File: src/rtl/waterfall_fb_sequencer_if.sv
`default_nettype none
// ---------------------------------------------------------------------------
// Module   : waterfall_fb_sequencer_if
// Brief    : Frame-buffer port and sample-stream handshake for the sequencer.
// Revision : 1.0
// ---------------------------------------------------------------------------
interface waterfall_fb_sequencer_if #(
    parameter int ADDR_W = 17,
    parameter int PIX_W  = 8
);
    logic [ADDR_W-1:0] fb_addr;
    logic [PIX_W-1:0]  fb_wdata;
    logic              fb_we;
    logic [PIX_W-1:0]  smp_data;
    logic              smp_valid;
    logic              smp_ready;

    modport master (
        output fb_addr, fb_wdata, fb_we, smp_ready,
        input  smp_data, smp_valid
    );

    modport slave (
        input  fb_addr, fb_wdata, fb_we, smp_ready,
        output smp_data, smp_valid
    );
endinterface
`default_nettype wire

File: src/rtl/waterfall_fb_sequencer.sv
`default_nettype none
// ---------------------------------------------------------------------------
// Module   : waterfall_fb_sequencer
// Brief    : Scrolling waterfall frame-buffer sequencer: clear, circular video
//            reads, and one new row per SCROLL_DIV frames during lower blanking.
// Revision : 1.0
// ---------------------------------------------------------------------------
module waterfall_fb_sequencer #(
    parameter int H_RES      = 320,
    parameter int V_RES      = 240,
    parameter int PIX_W      = 8,
    parameter int SCROLL_DIV = 4,
    parameter int ADDR_W     = 17
) (
    input  wire logic         clk,
    input  wire logic         resetn,
    input  wire logic [8:0]   x,
    input  wire logic [7:0]   y,
    input  wire logic         lower_blank,
    input  wire logic         mode,
    input  wire logic         freeze,
    waterfall_fb_sequencer_if.master fb,
    output logic              clear_done,
    output logic [7:0]        row_offset,
    output logic              underrun
);
    localparam int                COL_W      = $clog2(H_RES + 1);
    localparam logic [ADDR_W-1:0] c_H_RES    = ADDR_W'(H_RES);
    localparam logic [ADDR_W-1:0] c_V_RES    = ADDR_W'(V_RES);
    localparam logic [ADDR_W-1:0] c_CLR_LAST = ADDR_W'(H_RES * V_RES - 1);
    localparam logic [COL_W-1:0]  c_COL_END  = COL_W'(H_RES);
    localparam logic [COL_W-1:0]  c_COL_LAST = COL_W'(H_RES - 1);
    localparam logic [7:0]        c_ROW_LAST = 8'(V_RES - 1);
    localparam logic [7:0]        c_DIV_LAST = 8'(SCROLL_DIV - 1);

    typedef enum logic [1:0] {
        S_CLEAR = 2'd0,
        S_VIDEO = 2'd1,
        S_WRITE = 2'd2,
        S_WAIT  = 2'd3
    } state_t;

    state_t             r_state, w_state;
    logic [ADDR_W-1:0]  r_fb_addr, w_fb_addr;
    logic [PIX_W-1:0]   r_fb_wdata, w_fb_wdata;
    logic               r_fb_we, w_fb_we;
    logic               r_smp_ready, w_smp_ready;
    logic               r_clear_done, w_clear_done;
    logic [7:0]         r_row_offset, w_row_offset;
    logic               r_underrun, w_underrun;
    logic [7:0]         r_scroll_cnt, w_scroll_cnt;
    logic [COL_W-1:0]   r_col, w_col;
    logic [PIX_W-1:0]   r_bar_val, w_bar_val;
    logic               r_mode, w_mode;
    logic               r_lb_d;
    logic [ADDR_W-1:0]  r_row_mod, w_row_mod, w_row_sum, w_rd_addr;
    logic [8:0]         r_x_d;
    logic [PIX_W-1:0]   w_sample, w_bar;

    assign fb.fb_addr   = r_fb_addr;
    assign fb.fb_wdata  = r_fb_wdata;
    assign fb.fb_we     = r_fb_we;
    assign fb.smp_ready = r_smp_ready;
    assign clear_done   = r_clear_done;
    assign row_offset   = r_row_offset;
    assign underrun     = r_underrun;

    // Video read pipeline: stage 1 folds the circular row, stage 2 forms the address.
    assign w_row_sum = ADDR_W'(y) + ADDR_W'(r_row_offset);
    assign w_row_mod = (w_row_sum >= c_V_RES) ? (w_row_sum - c_V_RES) : w_row_sum;
    assign w_rd_addr = r_row_mod * c_H_RES + ADDR_W'(r_x_d);

    always_ff @(posedge clk) begin
        if (!resetn) begin
            r_state      <= S_CLEAR;
            r_fb_addr    <= '0;
            r_fb_wdata   <= '0;
            r_fb_we      <= 1'b0;
            r_smp_ready  <= 1'b0;
            r_clear_done <= 1'b0;
            r_row_offset <= '0;
            r_underrun   <= 1'b0;
            r_scroll_cnt <= '0;
            r_col        <= '0;
            r_bar_val    <= '0;
            r_mode       <= 1'b0;
            r_lb_d       <= 1'b0;
            r_row_mod    <= '0;
            r_x_d        <= '0;
        end else begin
            r_state      <= w_state;
            r_fb_addr    <= w_fb_addr;
            r_fb_wdata   <= w_fb_wdata;
            r_fb_we      <= w_fb_we;
            r_smp_ready  <= w_smp_ready;
            r_clear_done <= w_clear_done;
            r_row_offset <= w_row_offset;
            r_underrun   <= w_underrun;
            r_scroll_cnt <= w_scroll_cnt;
            r_col        <= w_col;
            r_bar_val    <= w_bar_val;
            r_mode       <= w_mode;
            r_lb_d       <= lower_blank;
            r_row_mod    <= w_row_mod;
            r_x_d        <= x;
        end
    end

    always_comb begin
        w_state      = r_state;
        w_fb_addr    = r_fb_addr;
        w_fb_wdata   = r_fb_wdata;
        w_fb_we      = r_fb_we;
        w_smp_ready  = 1'b0;
        w_clear_done = r_clear_done;
        w_row_offset = r_row_offset;
        w_underrun   = r_underrun;
        w_scroll_cnt = r_scroll_cnt;
        w_col        = r_col;
        w_bar_val    = r_bar_val;
        w_mode       = r_mode;
        w_sample     = fb.smp_valid ? fb.smp_data : '0;
        w_bar        = (r_col == '0) ? w_sample : r_bar_val;

        case (r_state)
            S_CLEAR: begin
                w_fb_wdata = '0;
                if (!r_fb_we) begin
                    w_fb_we   = 1'b1;
                    w_fb_addr = '0;
                end else if (r_fb_addr == c_CLR_LAST) begin
                    w_fb_we      = 1'b0;
                    w_clear_done = 1'b1;
                    w_state      = S_VIDEO;
                end else begin
                    w_fb_addr = r_fb_addr + 1'b1;
                end
            end
            S_VIDEO: begin
                w_fb_we   = 1'b0;
                w_fb_addr = w_rd_addr;
                if (lower_blank && !r_lb_d) begin
                    w_scroll_cnt = (r_scroll_cnt == c_DIV_LAST) ? 8'd0 : r_scroll_cnt + 8'd1;
                    if ((r_scroll_cnt == c_DIV_LAST) && !freeze) begin
                        w_state     = S_WRITE;
                        w_mode      = mode;
                        w_col       = '0;
                        w_smp_ready = 1'b1;
                    end else begin
                        w_state = S_WAIT;
                    end
                end
            end
            S_WRITE: begin
                // First cycle only fetches; each later cycle writes the pixel fetched before it.
                if (r_col == c_COL_END) begin
                    w_fb_we      = 1'b0;
                    w_fb_wdata   = '0;
                    w_row_offset = (r_row_offset == c_ROW_LAST) ? 8'd0 : r_row_offset + 8'd1;
                    w_state      = S_WAIT;
                end else begin
                    w_fb_we     = 1'b1;
                    w_fb_addr   = ADDR_W'(r_row_offset) * c_H_RES + ADDR_W'(r_col);
                    w_col       = r_col + 1'b1;
                    w_smp_ready = r_mode && (r_col != c_COL_LAST);
                    if (r_mode) begin
                        w_fb_wdata = w_sample;
                        if (!fb.smp_valid) w_underrun = 1'b1;
                    end else begin
                        w_bar_val  = w_bar;
                        w_fb_wdata = (ADDR_W'(r_col) < ADDR_W'(w_bar)) ? w_bar : '0;
                    end
                end
            end
            S_WAIT: begin
                w_fb_we   = 1'b0;
                w_fb_addr = w_rd_addr;
                if (!lower_blank) w_state = S_VIDEO;
            end
            default: w_state = S_CLEAR;
        endcase
    end
endmodule
`default_nettype wire

File: src/flat_wrapper.sv
// flat-port wrapper written by rule: the top's interface ports become plain ports
module waterfall_fb_sequencer_flat 
#(
    parameter int H_RES      = 320,
    parameter int V_RES      = 240,
    parameter int PIX_W      = 8,
    parameter int SCROLL_DIV = 4,
    parameter int ADDR_W     = 17
)
  (clk, resetn, x, y, lower_blank, mode, freeze, clear_done, row_offset, underrun, fb_fb_addr, fb_fb_wdata, fb_fb_we, fb_smp_ready, fb_smp_data, fb_smp_valid);
  waterfall_fb_sequencer_if #(.ADDR_W(ADDR_W), .PIX_W(PIX_W)) fb_i ();
  input  wire logic clk;
  input  wire logic resetn;
  input  wire logic [8:0] x;
  input  wire logic [7:0] y;
  input  wire logic lower_blank;
  input  wire logic mode;
  input  wire logic freeze;
  output logic clear_done;
  output logic [7:0] row_offset;
  output logic underrun;
  output wire logic [$bits(fb_i.fb_addr)-1:0] fb_fb_addr;
  output wire logic [$bits(fb_i.fb_wdata)-1:0] fb_fb_wdata;
  output wire logic [$bits(fb_i.fb_we)-1:0] fb_fb_we;
  output wire logic [$bits(fb_i.smp_ready)-1:0] fb_smp_ready;
  input wire logic [$bits(fb_i.smp_data)-1:0] fb_smp_data;
  input wire logic [$bits(fb_i.smp_valid)-1:0] fb_smp_valid;
  assign fb_fb_addr = fb_i.fb_addr;
  assign fb_fb_wdata = fb_i.fb_wdata;
  assign fb_fb_we = fb_i.fb_we;
  assign fb_smp_ready = fb_i.smp_ready;
  assign fb_i.smp_data = fb_smp_data;
  assign fb_i.smp_valid = fb_smp_valid;
  waterfall_fb_sequencer #(.H_RES(H_RES), .V_RES(V_RES), .PIX_W(PIX_W), .SCROLL_DIV(SCROLL_DIV), .ADDR_W(ADDR_W)) u_core (.clk(clk), .resetn(resetn), .x(x), .y(y), .lower_blank(lower_blank), .mode(mode), .freeze(freeze), .fb(fb_i), .clear_done(clear_done), .row_offset(row_offset), .underrun(underrun));
endmodule
File: config.mk
export PLATFORM = sky130hd
export DESIGN_NAME = waterfall_fb_sequencer_flat
export DESIGN_NICKNAME = d
export VERILOG_FILES = /design/src/rtl/waterfall_fb_sequencer_if.sv /design/src/rtl/waterfall_fb_sequencer.sv /design/src/flat_wrapper.sv
export SDC_FILE = /design/constraint.sdc
export NUM_CORES = 1
export LEC_CHECK = 0
export ABC_AREA = 1
export CORE_MARGIN = 1.5
export CORE_UTILIZATION = 35
export DETAILED_ROUTE_END_ITERATION = 16
export PLACE_DENSITY = 0.54
export SYNTH_ARGS = -nofsm -noshare
export SYNTH_HDL_FRONTEND = slang
export SYNTH_SLANG_ARGS = --single-unit
File: constraint.sdc
create_clock -name clk -period 2.7 [get_ports clk]
set_input_delay 0.54 -clock clk [delete_from_list [all_inputs] [get_ports clk]]
set_output_delay 0.54 -clock clk [all_outputs]
set_load 0.05 [all_outputs]
# ---- Yosys cells after proc, flatten, opt, wreduce, memory -nomap -nowiden
# Cells that the tools add are included.
dict set report word_totals {
  ff_bits 92
  out_inout_bits 37
  wordCells 97
}
dict set report op_classes {
  add_sub_neg 8
  n_mul 2
  n_lt_le_gt_ge 2
  eq_ne 16
  muxes 32
  bitwise_logic 3
  reduce_logical 19
}
# operator count
set ops {}
lappend ops {{two-way mux 17 bit} 4}
lappend ops {{two-way mux 8 bit} 7}
lappend ops {{one-hot mux 17 bit (3 select lines)} 1}
lappend ops {{adder 17 x 9 -> 17 bit} 2}
lappend ops {{two-way mux 9 bit} 3}
lappend ops {{one-hot mux 9 bit (2 select lines)} 1}
lappend ops {{adder 17 x 1 -> 17 bit, second input constant} 1}
lappend ops {{== test 17 bit, second input constant} 1}
lappend ops {{>= comparator 17 x 8 -> 1 bit, second input constant} 1}
lappend ops {{multiplier 17 x 3 -> 11 bit, second input constant} 1}
lappend ops {{subtractor 17 x 8 -> 17 bit, second input constant} 1}
lappend ops {{adder 8 x 1 -> 8 bit, second input constant} 2}
lappend ops {{one-hot mux 8 bit (2 select lines)} 1}
lappend ops {{multiplier 8 x 3 -> 11 bit, second input constant} 1}
lappend ops {{two-way mux 2 bit} 5}
lappend ops {{inequality test 2 x 1 -> 1 bit, second input constant} 5}
lappend ops {{adder 8 x 8 -> 9 bit} 1}
lappend ops {{adder 9 x 1 -> 9 bit, second input constant} 1}
lappend ops {{== test 9 bit, second input constant} 1}
lappend ops {{zero test 9 bit} 1}
lappend ops {{< comparator 9 x 8 -> 1 bit} 1}
lappend ops {{inequality test 9 bit, second input constant} 1}
lappend ops {{AND reduction 3 bit} 3}
lappend ops {{== test 8 x 2 -> 1 bit, second input constant} 1}
lappend ops {{other kinds (18)} 35}

# ---- Logic depth before layout (Yosys ltp)
dict set report depth {
  depth_word 7
  ltp_mapped 17
}

# ---- Least setup slack after synthesis
# No wires, ideal clock.
dict set report synth_path {
  path_kind {reg-to-reg}
  from {register u_core.r_row_offset[1], in the netlist u_core.row_offset[1]}
  to {register u_core.r_fb_addr[16], in the netlist u_core.fb.fb_addr[16]}
  setup_time_ns 0.070
  arrival_ns 2.798
  t_required_ns 2.630
  slack_ns -0.168
  path_stages_with_launch 16
  path_buffers 0
  period_less_slack_ns 2.868
  cell_sequence {dfxtp_1 -> ha_1 -> ha_1 -> fa_1 -> nand2_1 -> a21oi_1 -> nand2_1 -> nor2_1 -> nand2_1 -> nor2_1 -> nand2_1 -> nand2_1 -> nand2_1 -> nand2_1 -> nand2_1 -> a21oi_1}
}
dict set report synth_between {
  elab_chain_cells 4
}
# element line
set synth_lines {}
lappend synth_lines {{start, declared} waterfall_fb_sequencer.sv:49} ;# logic [7:0] r_row_offset, w_row_offset;
lappend synth_lines {{start signal, assigned} waterfall_fb_sequencer.sv:97} ;# r_row_offset <= w_row_offset;
lappend synth_lines {{multiplier 8 x 3 -> 11 bit} waterfall_fb_sequencer.sv:163} ;# w_fb_addr = ADDR_W'(r_row_offset) * c_H_RES + ADDR_W'(r_col);
lappend synth_lines {{adder 17 x 9 -> 17 bit} waterfall_fb_sequencer.sv:163}
lappend synth_lines {{two-way mux 17 bit} waterfall_fb_sequencer.sv:156} ;# if (r_col == c_COL_END) begin
lappend synth_lines {{one-hot mux 17 bit (3 select lines)} waterfall_fb_sequencer.sv:125} ;# case (r_state)
lappend synth_lines {{end signal, assigned} waterfall_fb_sequencer.sv:92} ;# r_fb_addr <= w_fb_addr;
lappend synth_lines {{end, declared} waterfall_fb_sequencer.sv:44} ;# logic [ADDR_W-1:0] r_fb_addr, w_fb_addr;
# Every way passes these cells. The select of a mux whose other input is x is not followed.
# A chain may end at the register's enable or synchronous reset.

# ---- Final worst setup path
dict set report layout_path {
  from {input port y[2]}
  to {register u_core.r_row_mod[4]}
}
dict set report layout_between {
  elab_chain_cells 3
}
# element line
set layout_lines {}
lappend layout_lines {{start, declared} flat_wrapper.sv:15} ;# input wire logic [7:0] y;
lappend layout_lines {{adder 8 x 8 -> 9 bit *} waterfall_fb_sequencer.sv:69} ;# assign w_row_sum = ADDR_W'(y) + ADDR_W'(r_row_offset);
lappend layout_lines {{subtractor 17 x 8 -> 17 bit / >= comparator 17 x 8 -> 1 bit (equally long branches)} waterfall_fb_sequencer.sv:70} ;# assign w_row_mod = (w_row_sum >= c_V_RES) ? (w_row_sum - c_V_RES) : w_row_sum;
lappend layout_lines {{two-way mux 17 bit *} waterfall_fb_sequencer.sv:70}
lappend layout_lines {{end signal, assigned} waterfall_fb_sequencer.sv:104} ;# r_row_mod <= w_row_mod;
lappend layout_lines {{end, declared} waterfall_fb_sequencer.sv:56} ;# logic [ADDR_W-1:0] r_row_mod, w_row_mod, w_row_sum, w_rd_addr;
# Every way passes the cells marked *; elsewhere a longest branch is shown, timed or not.

==> impl_results.md <==
* CTS Buffer Depth at 2
* Slew Viols, Final at 0
* Rel. slew slack at 62.8%
* # diodes at 0
* # port buffers at 67
* Status: complete, no violations
* Post-route ant nets at 0
* CP required at 2.94 ns
* Arrival time worst endpoint at 2.79 ns
* Sequential share of the synthesized area at 28.0%
* Cell Count Post-Placement at 1257
* Worst-path fanout max at 8
* CP bufs+invs at 3
* Die Y at 136 um
* Post-synth EDFFs at 0
* IO Pins at 68
* Syn Area/Cell at 6.64 um2
* Die extent in x at 136 um
* Mux contribution to synthesized area at 0%
* Clk sink count at 86
* Die Area at 0.0184 mm2
* Overflow after GRT at 0
* Synthesized area at 0.00615 mm2
* Hold Vio Cnt, Final at 0
* H-Tree Depth at 3
* Antenna violations before repair at 0
* Commonest non-fill, non-tap cell in the layout: nand2_1
* Reg clk slew, reported paths at 0.06 ns
* Power per cell area at 459 mW/mm2
* Pleak at 0.00358 uW
* Gate Count Post-Synth at 926
* DR pass1 iterations at 5
* Hold WC Path Type: reg2reg
* Max Cap Viol at 0
* Initial core utilization at 35.7%
* WL met1 at 7670 um
* First-pass GRT wire length at 28100 um
* Slew at the pin closest to its max-slew limit at 0.557 ns
* Routed wire length at 16500 um
* Cell area after layout at 0.00788 mm2
* Post-DP HPWL at 12900 um
* Startpoint types: input port
* Top layer in use: met4
* Worst Clk Skew at 0.00851 ns
* Fin crit share at 94.5%
* GP Congestion at 0.826
* Core area at 0.0172 mm2
* Slowest-stage cell, CP: clkdlybuf4s50_1
* Peak supply drop at 0.362 mV
* Root buffer cell: clkbuf_16
* Met2 wire length at 8240 um
* Vias in the first global route at 5911
* Ys async rst share at 0%
* Distinct cells, synth at 46
* Crit-path max cell delay at 0.40 ns
* Layout cell share with drive strength beyond 1 at 12.3%
* Post-synthesis adder-cell area fraction at 13.0%
* Finished Layout Cells at 1276
* Synth Area in Compound Gates at 15.1%
* Ys Warns at 0
* F_max at 392 MHz
* Routed vias/inst at 4.84
* Synth Flop Type: dfxtp_1
* Nets at 1138
* Routed WL per cell at 12.9 um
* Synthesized Nets at 1018
* DP Area at 0.00744 mm2
* Delay-heaviest family, CP: buffers and inverters
* Post-layout total power at 3620 uW
* Final Setup Violations at 0
* DR iter-0 viols at 329
* RSZ-0062 raised after global routing: true
* Min cycle time layout at 2.55 ns
* Most frequent cells in the layout: 232 x nand2_1, 119 x inv_1, 83 x dfxtp_1, 77 x nor2_1, 73 x a21oi_1
* Largest net degree at the start of global routing at 41
* Clk_lat worst skew at 0.35 ns
* Largest family of logic cells by synthesized area: simple AND/OR/NAND/NOR gates
* Seq cells post-synth at 86
* XOR/XNOR share of the synthesized area at 1.85%
* WS Path Type: in2reg
* Row cnt at 48
* TritonCTS buffer count at 9
* TritonCTS clock tree: yes
* Setup crit end kind: register
* Synth-to-Final Area Change at 28.1%
* Via count at 6173
* Simple-Gate Fraction of Synth Area at 33.0%
* DRC errors left at 0
* Met3 routed WL at 381 um
* Crit-path cells: clkdlybuf4s50_1, ha_1, a21oi_1, nand2_1, a21oi_1, xor2_1, inv_1, ha_2, nand3_1, nor2_2, nand3_2, nand3_4, buf_4, nor2_1, nor2_1
* GRT Total Usage at 19.1%
## where the power goes
group / internal (uW) / switching (uW)
combinational: 343 / 560
clock: 818 / 546
sequential: 1310 / 44.1
## registers in the layout (all words and copies together) (netlist names)
signal and count:
u_core.fb.fb_addr 17, u_core.r_row_mod 11, u_core.r_col 9, u_core.r_x_d 9, u_core.fb.fb_wdata 8, u_core.r_bar_val 8
u_core.r_scroll_cnt 8, u_core.row_offset 8, u_core.r_state 2, u_core.clear_done 1, u_core.fb.fb_we 1, u_core.fb.smp_ready 1
u_core.r_lb_d 1, u_core.r_mode 1, u_core.underrun 1
## metrics by stage
step / hold WS, ns / TNS (ns) / setup slack, ns / utilization [%]
5_1_grt: 0.471 / -0.121 / -0.0494 / 45.7
2_1_floorplan: 0.441 / 0 / 0.0426 / -
3_5_place_dp: 0.446 / -1.84 / -0.266 / 43.2
6_report: 0.453 / 0 / 0.149 / 45.7
4_1_cts: 0.455 / 0 / 0.0366 / 45.0
3_3_place_gp: 0.448 / -1.34 / -0.228 / 43.2
## cells by family after synthesis
| family | count (synthesis) |
|---|---|
| xor+xnor | 13 |
| flops | 86 |
| buf+inv | 143 |
| compound gates | 170 |
| simple gates | 453 |
| fa+ha+maj | 61 |
## worst reg2reg max path: stages (launching register included)
cell     delay, ns
dfxtp_2       0.33
ha_1          0.29
ha_2          0.20
fa_1          0.54
nand2_1       0.06
inv_1         0.06
buf_4         0.11
nand4_1       0.06
nand2_1       0.11
nand2_2       0.07
nor2_2        0.17
nand3_1       0.10
nand2_1       0.07
nand3_1       0.07
nand2_1       0.07
nand2_1       0.05
a21oi_1       0.13
## layer usage
layer | track usage [%] | vias to the layer above
met2 | 33.7 | 59
met5 | 0 | -
li1 | - | 3312
met3 | 3.59 | 16
met1 | 23.6 | 2786
met4 | 4.90 | 0
## cell type report
type / instances / area, um2
Fill cell: 1800 / 9360
Tap cell: 225 / 282
Clock buffer: 10 / 229
Clock inverter: 6 / 93.8
Timing Repair Buffer: 125 / 1110
Sequential cell: 86 / 1730
Multi-Input combinational cell: 697 / 3970
Inverter: 127 / 477
## synthesized netlist by cell type, types with 4 or more instances
cell type,number,area share (%)
a211oi_1,5,0.61
fa_1,5,1.6
nand3_2,5,0.81
nand4_1,24,2.4
or2_2,4,0.41
dfxtp_1,86,28
o22ai_1,6,0.61
ha_1,56,11
a21oi_1,75,6.1
inv_2,6,0.37
nand3b_1,6,0.73
xnor2_1,4,0.57
clkbuf_1,11,0.67
o21bai_1,7,0.85
o21ai_0,52,4.2
nand3_1,57,4.6
inv_1,119,7.3
xor2_1,9,1.3
nand2_1,236,14
nor2_2,5,0.51
nor3b_1,6,0.73
o21ai_1,8,0.65
a31oi_1,6,0.61
nor2_1,83,5.1
nor3_1,12,0.98
## worst paths after layout
check                                          from                    end  slack [ns]  depth (start not counted)
worst max-delay path                           y[2]    u_core.r_row_mod[4]        0.15                         15
worst min-delay path              u_core.clear_done      u_core.clear_done        0.45                          2
worst max register to register  u_core.r_row_mod[1]  u_core.fb.fb_addr[15]        0.15                         16
worst min register to register    u_core.clear_done      u_core.clear_done        0.45                          2
## timing repair
item | in CTS | in global routing
hold buffers | 0 | 0
hold endpoints to repair | 0 | 0
setup buffers | 0 | 3
gates resized for setup | 0 | 29
setup endpoints to repair | 0 | 17
(Power assumes the default switching activity.)
